**src/rtl/axi_rd_arbiter.sv**
```systemverilog
`default_nettype none
// ============================================================================
// Module   : axi_rd_arbiter
// Brief    : Round-robin AXI4 read arbiter; ID-prefix routing of R beats and
//            per-requester outstanding-burst limiting.
// Revision : 1.0 - initial release
// ============================================================================
module axi_rd_arbiter #(
    parameter int NUM_REQ         = 4,
    parameter int SEL_WIDTH       = 2,
    parameter int ID_WIDTH        = 2,
    parameter int ADDR_WIDTH      = 64,
    parameter int DATA_WIDTH      = 512,
    parameter int ARUSER_WIDTH    = 8,
    parameter int MAX_OUTSTANDING = 16
) (
    input  logic                              clk,
    input  logic                              rst,
    input  logic [NUM_REQ*ID_WIDTH-1:0]       s_axi_arid,
    input  logic [NUM_REQ*ADDR_WIDTH-1:0]     s_axi_araddr,
    input  logic [NUM_REQ*8-1:0]              s_axi_arlen,
    input  logic [NUM_REQ*3-1:0]              s_axi_arsize,
    input  logic [NUM_REQ*ARUSER_WIDTH-1:0]   s_axi_aruser,
    input  logic [NUM_REQ-1:0]                s_axi_arvalid,
    output logic [NUM_REQ-1:0]                s_axi_arready,
    output logic [ID_WIDTH-1:0]               s_axi_rid,
    output logic [DATA_WIDTH-1:0]             s_axi_rdata,
    output logic [1:0]                        s_axi_rresp,
    output logic                              s_axi_rlast,
    output logic [NUM_REQ-1:0]                s_axi_rvalid,
    input  logic [NUM_REQ-1:0]                s_axi_rready,
    output logic [SEL_WIDTH+ID_WIDTH-1:0]     m_axi_arid,
    output logic [ADDR_WIDTH-1:0]             m_axi_araddr,
    output logic [7:0]                        m_axi_arlen,
    output logic [2:0]                        m_axi_arsize,
    output logic [1:0]                        m_axi_arburst,
    output logic [ARUSER_WIDTH-1:0]           m_axi_aruser,
    output logic                              m_axi_arvalid,
    input  logic                              m_axi_arready,
    input  logic [SEL_WIDTH+ID_WIDTH-1:0]     m_axi_rid,
    input  logic [DATA_WIDTH-1:0]             m_axi_rdata,
    input  logic [1:0]                        m_axi_rresp,
    input  logic                              m_axi_rlast,
    input  logic                              m_axi_rvalid,
    output logic                              m_axi_rready,
    output logic                              outstanding_busy,
    output logic                              err_unexpected_rlast
);

    localparam logic [0:0] c_idle    = 1'b0;
    localparam logic [0:0] c_hold    = 1'b1;
    localparam logic [7:0] c_max_out = 8'(MAX_OUTSTANDING);

    logic [0:0]                        r_state;
    logic [0:0]                        w_state_nxt;
    logic [SEL_WIDTH-1:0]              r_ptr;
    logic                              r_arvalid;
    logic [SEL_WIDTH+ID_WIDTH-1:0]     r_arid;
    logic [ADDR_WIDTH-1:0]             r_araddr;
    logic [7:0]                        r_arlen;
    logic [2:0]                        r_arsize;
    logic [ARUSER_WIDTH-1:0]           r_aruser;
    logic                              r_err;

    logic [NUM_REQ-1:0]                w_elig;
    logic [NUM_REQ-1:0]                w_cnt_zero;
    logic                              w_gnt_vld;
    logic [SEL_WIDTH-1:0]              w_gnt;
    logic                              w_take;
    logic [SEL_WIDTH-1:0]              w_sel;
    logic                              w_done;

    assign w_sel  = m_axi_rid[SEL_WIDTH+ID_WIDTH-1 -: SEL_WIDTH];
    assign w_done = m_axi_rvalid && m_axi_rready && m_axi_rlast;

    // Per-requester outstanding counter; a grant and a completion in the
    // same cycle cancel, and a completion never takes the count below zero.
    generate
        for (genvar gi = 0; gi < NUM_REQ; gi++) begin : g_req
            logic [7:0] r_cnt;
            logic       w_inc;
            logic       w_dec;

            assign w_inc          = w_take && (w_gnt == SEL_WIDTH'(gi));
            assign w_dec          = w_done && (w_sel == SEL_WIDTH'(gi)) && (r_cnt != 8'd0);
            assign w_elig[gi]     = s_axi_arvalid[gi] && (r_cnt < c_max_out);
            assign w_cnt_zero[gi] = (r_cnt == 8'd0);

            always_ff @(posedge clk) begin
                if (rst) begin
                    r_cnt <= 8'd0;
                end else if (w_inc && !w_dec) begin
                    r_cnt <= r_cnt + 8'd1;
                end else if (!w_inc && w_dec) begin
                    r_cnt <= r_cnt - 8'd1;
                end
            end
        end
    endgenerate

    // Search starts one past the last winner and wraps naturally in SEL_WIDTH bits.
    always_comb begin
        w_gnt_vld = 1'b0;
        w_gnt     = '0;
        for (int k = 1; k <= NUM_REQ; k++) begin
            if (!w_gnt_vld && w_elig[r_ptr + SEL_WIDTH'(k)]) begin
                w_gnt_vld = 1'b1;
                w_gnt     = r_ptr + SEL_WIDTH'(k);
            end
        end
    end

    always_comb begin
        w_state_nxt = r_state;
        w_take      = 1'b0;
        case (r_state)
            c_idle: begin
                if (w_gnt_vld) begin
                    w_take      = 1'b1;
                    w_state_nxt = c_hold;
                end
            end
            c_hold: begin
                if (m_axi_arready) begin
                    w_state_nxt = c_idle;
                end
            end
            default: w_state_nxt = c_idle;
        endcase
    end

    always_comb begin
        s_axi_arready = '0;
        if (w_take && !rst) begin
            s_axi_arready[w_gnt] = 1'b1;
        end
    end

    always_ff @(posedge clk) begin
        if (rst) begin
            r_state   <= c_idle;
            r_ptr     <= SEL_WIDTH'(NUM_REQ - 1);
            r_arvalid <= 1'b0;
            r_arid    <= '0;
            r_araddr  <= '0;
            r_arlen   <= '0;
            r_arsize  <= '0;
            r_aruser  <= '0;
            r_err     <= 1'b0;
        end else begin
            r_state <= w_state_nxt;
            if (w_take) begin
                r_arvalid <= 1'b1;
                r_ptr     <= w_gnt;
                r_arid    <= {w_gnt, s_axi_arid[w_gnt*ID_WIDTH +: ID_WIDTH]};
                r_araddr  <= s_axi_araddr[w_gnt*ADDR_WIDTH +: ADDR_WIDTH];
                r_arlen   <= s_axi_arlen[w_gnt*8 +: 8];
                r_arsize  <= s_axi_arsize[w_gnt*3 +: 3];
                r_aruser  <= s_axi_aruser[w_gnt*ARUSER_WIDTH +: ARUSER_WIDTH];
            end else if ((r_state == c_hold) && m_axi_arready) begin
                r_arvalid <= 1'b0;
            end
            if (w_done && w_cnt_zero[w_sel]) begin
                r_err <= 1'b1;
            end
        end
    end

    assign m_axi_arid    = r_arid;
    assign m_axi_araddr  = r_araddr;
    assign m_axi_arlen   = r_arlen;
    assign m_axi_arsize  = r_arsize;
    assign m_axi_arburst = 2'd1;
    assign m_axi_aruser  = r_aruser;
    assign m_axi_arvalid = r_arvalid;

    always_comb begin
        s_axi_rvalid        = '0;
        s_axi_rvalid[w_sel] = m_axi_rvalid;
    end

    assign m_axi_rready         = s_axi_rready[w_sel];
    assign s_axi_rid            = m_axi_rid[ID_WIDTH-1:0];
    assign s_axi_rdata          = m_axi_rdata;
    assign s_axi_rresp          = m_axi_rresp;
    assign s_axi_rlast          = m_axi_rlast;
    assign outstanding_busy     = r_arvalid || !(&w_cnt_zero);
    assign err_unexpected_rlast = r_err;

endmodule
`default_nettype wire
```
**config.mk**
```make
export PLATFORM = sky130hd
export DESIGN_NAME = axi_rd_arbiter
export DESIGN_NICKNAME = d
export VERILOG_FILES = /design/src/rtl/axi_rd_arbiter.sv
export SDC_FILE = /design/constraint.sdc
export NUM_CORES = 1
export LEC_CHECK = 0
export ABC_AREA = 1
export CAP_MARGIN = 0
export CORE_AREA = 2 2 582 584
export CTS_CLUSTER_DIAMETER = 80
export DETAILED_ROUTE_END_ITERATION = 10
export DIE_AREA = 0 0 584 586
export PLACE_DENSITY = 0.3
export SLEW_MARGIN = 10
export SYNTH_ARGS = -nofsm -noshare
export SYNTH_HDL_FRONTEND = slang
export SYNTH_SLANG_ARGS = --single-unit
```
**constraint.sdc**
```tcl
create_clock -name clk -period 5.3 [get_ports clk]
set_input_delay 0.795 -clock clk [delete_from_list [all_inputs] [get_ports clk]]
set_output_delay 0.795 -clock clk [all_outputs]
set_load 0.01 [all_outputs]
```
==> run metrics <==
die height a little under 600 um; via count of the first global-routing pass ~13000; crit-path most repeated cell nand2_1; crit-path max FO 9; DR vias 12800; slew margin rel. between 30% and 40%; Iteration-0 DRC Markers ~750; post-route ant nets 0; ys async rst share 0%; Yosys cell types 32; commonest non-fill, non-tap cell in the layout clkdlybuf4s50_1; Worst Tran Pin Value approximately 1 ns; DR pass1 iterations 5; Die Area about 340000 um^2; RSZ-0062 raised after global routing no; clock buffer depth 3; row cnt 213; antenna violations before repair 73; setup violators final 0; leak pwr roughly 6 nW; GRT Total Usage between 10% and 20%; CTS H-tree depth 4; PD cells between 700 and 800 nW/um^2; DRT Wirelength 192000 um; Max Cap Viol 0; Post-Syn Nets between 2000 and 3000; Max Clock Freq approximately 230 MHz; final worst-path cycle share around 83%; nets@finish ~2700; largest stage delay on the critical path approximately 0.61 ns; total gr overflow 0; port buffer count approximately 450; CP arrival ~3.6 ns; Layout area overhead 50.7%; slowest CP cell clkdlybuf4s50_1; Final Hold Vio Count 0; Power Total about 0.014 W; Synth Area in Adders 3.39%; fin worst setup slack between 0.9 and 1 ns; first-pass GRT wire length ~220000 um; hold bufs inserted after CTS 0; Cells after Synth 1921; multiplexer share of the synthesized area 0%; synthesized cell area 12700 um^2; sequential fraction of the synthesis area 19.5%; FF+latch count, synth 124; Hold Path Class reg -> reg; Clock Latency Late Sink a little under 0.6 ns; initial core utilization roughly 3.8%; Die X a little under 600 um; Critical Path RT 4.51 ns; XOR/XNOR Fraction of Synth Area about 1.9%; CTS Buf Count 21; Setup Fix Bufs, Post-CTS 0; Primary FF master, synth dfxtp_1; post_cts resized 0; Simple-Gate Fraction of Synth Area a little under a third; worst clock skew about 0.025 ns; clk sink count 124; Sum Neg Setup Slack 0 ns; CTS tree built; core area 336000 um^2; io pins around 1500; YS warnings 0; status complete, no violations; placer congestion estimate about 0.77; Clock transition at path regs 0.08 ns; main combinational cell family by area after synthesis buffers and inverters; Syn Area/Cell approximately 6.6 um^2; Place WS 0.568 ns; Fillers between 30000 and 40000; minimum clock period between 4 and 5 ns; Post-synth EDFFs 0; share of post-route cells with drive strength above 1 roughly 3.9%; Compound-Gate Fraction of Synth Area ~6.6%; largest net degree at the start of global routing around 110; most frequent cells in the layout 452 x clkdlybuf4s50_1, 436 x nand3_1, 244 x nor2_1; CTS Root Cell clkbuf_16; DP HPWL 174000 um; CP Cell Sequence nor2_1 -> nand3_1 -> nand2_1 -> nand2_1 -> nand2_1 -> nand2_2 -> nand4_2 -> inv_2 -> nor2_4 -> buf_4 -> nand2_1 -> nor3_1 -> clkdlybuf4s50_1; Via density 2.05; routed len/inst between 30 and 40 um; critical path endpoint category primary output; crit path kind reg -> out; Post-route DRC 0; Final Slew Violations 0; Startpoint Class register; VDD IR-drop max around 0.86 mV
## routing by layer
metal / routed length (um) / track usage [%] / part of all wire, % / vias to the layer above
li1: - / - / - / 5519
met1: 35300 / 5.62 / 18 / 5502
met2: 85600 / 17.2 / 45 / 1297
met3: 60100 / 15.7 / 31 / 410
met4: 10300 / 4.90 / 5.4 / 40
met5: 396 / 0.364 / 0.21 / -
## through the flow
stage / std cells / utilization [%] / area [um^2] / hold WS [ns]
global route: 6208 / 5.69 / 19100 / 0.510
finish: 6217 / 5.70 / 19100 / 0.477
CTS: 6206 / 5.69 / 19100 / 0.486
detailed placement: 6173 / 5.49 / 18400 / 0.472
floorplan: 1921 / - / 12700 / 0.462
global placement: 6173 / 5.49 / 18400 / 0.480
## cells by family (layout without fill, tap and decap cells)
| family | Yosys count | after routing |
|---|---|---|
| simple gates | 876 | 876 |
| buf+inv | 701 | 579 |
| compound gates | 159 | 159 |
| flops | 124 | 124 |
| fa+ha+maj | 32 | 32 |
| xor+xnor | 27 | 27 |
| other cells | 2 | 13 |
## power by group
part | leakage (nW) | internal (W) | switching [W] | total [W]
sequential | 1.03 | 0.00129 | 0.000213 | 0.00150
clock | 0.327 | 0.000867 | 0.000741 | 0.00161
combinational | 4.68 | 0.00316 | 0.00736 | 0.0105
## worst max-delay path, delay by kind of cell, from the launching register on
kind | cells | cell delay [ns]
and+or+nand+nor | 10 | 1.69
buffers and inverters | 3 | 1.00
DFF | 1 | 0.33
## layout make-up
class	count	area, um^2	area share [%]
Clock inverter	7	91.3	0.477
Tap cell	4407	5510	28.8
Multi-Input combinational cell	1096	5460	28.5
Timing Repair Buffer	474	4710	24.6
Clock buffer	26	574	3.00
Sequential cell	124	2480	13.0
Antenna cell	11	27.5	0.144
Inverter	72	275	1.44
## cells in the mapped netlist (18+ instances only)
library cell / instances / area share [%]
o21ai_0: 115 / 4.5
xor2_1: 18 / 1.2
a21oi_1: 30 / 1.2
nand2_1: 166 / 4.9
clkbuf_1: 38 / 1.1
nor2_1: 244 / 7.2
dfxtp_1: 124 / 20
inv_1: 68 / 2.0
nand3_1: 437 / 17
ha_1: 28 / 2.8
buf_4: 531 / 31
buf_2: 47 / 1.9
## flip-flops by register name, summed over array words and instances, names as in the netlist
register / cells
m_axi_aruser: 8
m_axi_arlen: 8
err_unexpected_rlast: 1
g_req.r_cnt: 32
r_ptr: 2
m_axi_arid: 4
m_axi_araddr: 64
m_axi_arvalid: 1
r_state: 1
m_axi_arsize: 3
## worst paths after layout
kind,start,end,slack (ns),cells after the start
setup / recovery,g_req[2].r_cnt[4],s_axi_arready[3],0.92,13
setup reg to reg,r_ptr[0],g_req[3].r_cnt[7],1.13,23
hold reg to reg,m_axi_arid[2],m_axi_arid[2],0.48,2
hold / removal,m_axi_arid[2],m_axi_arid[2],0.48,2
No activity file was read; power rests on OpenSTA's default activity.
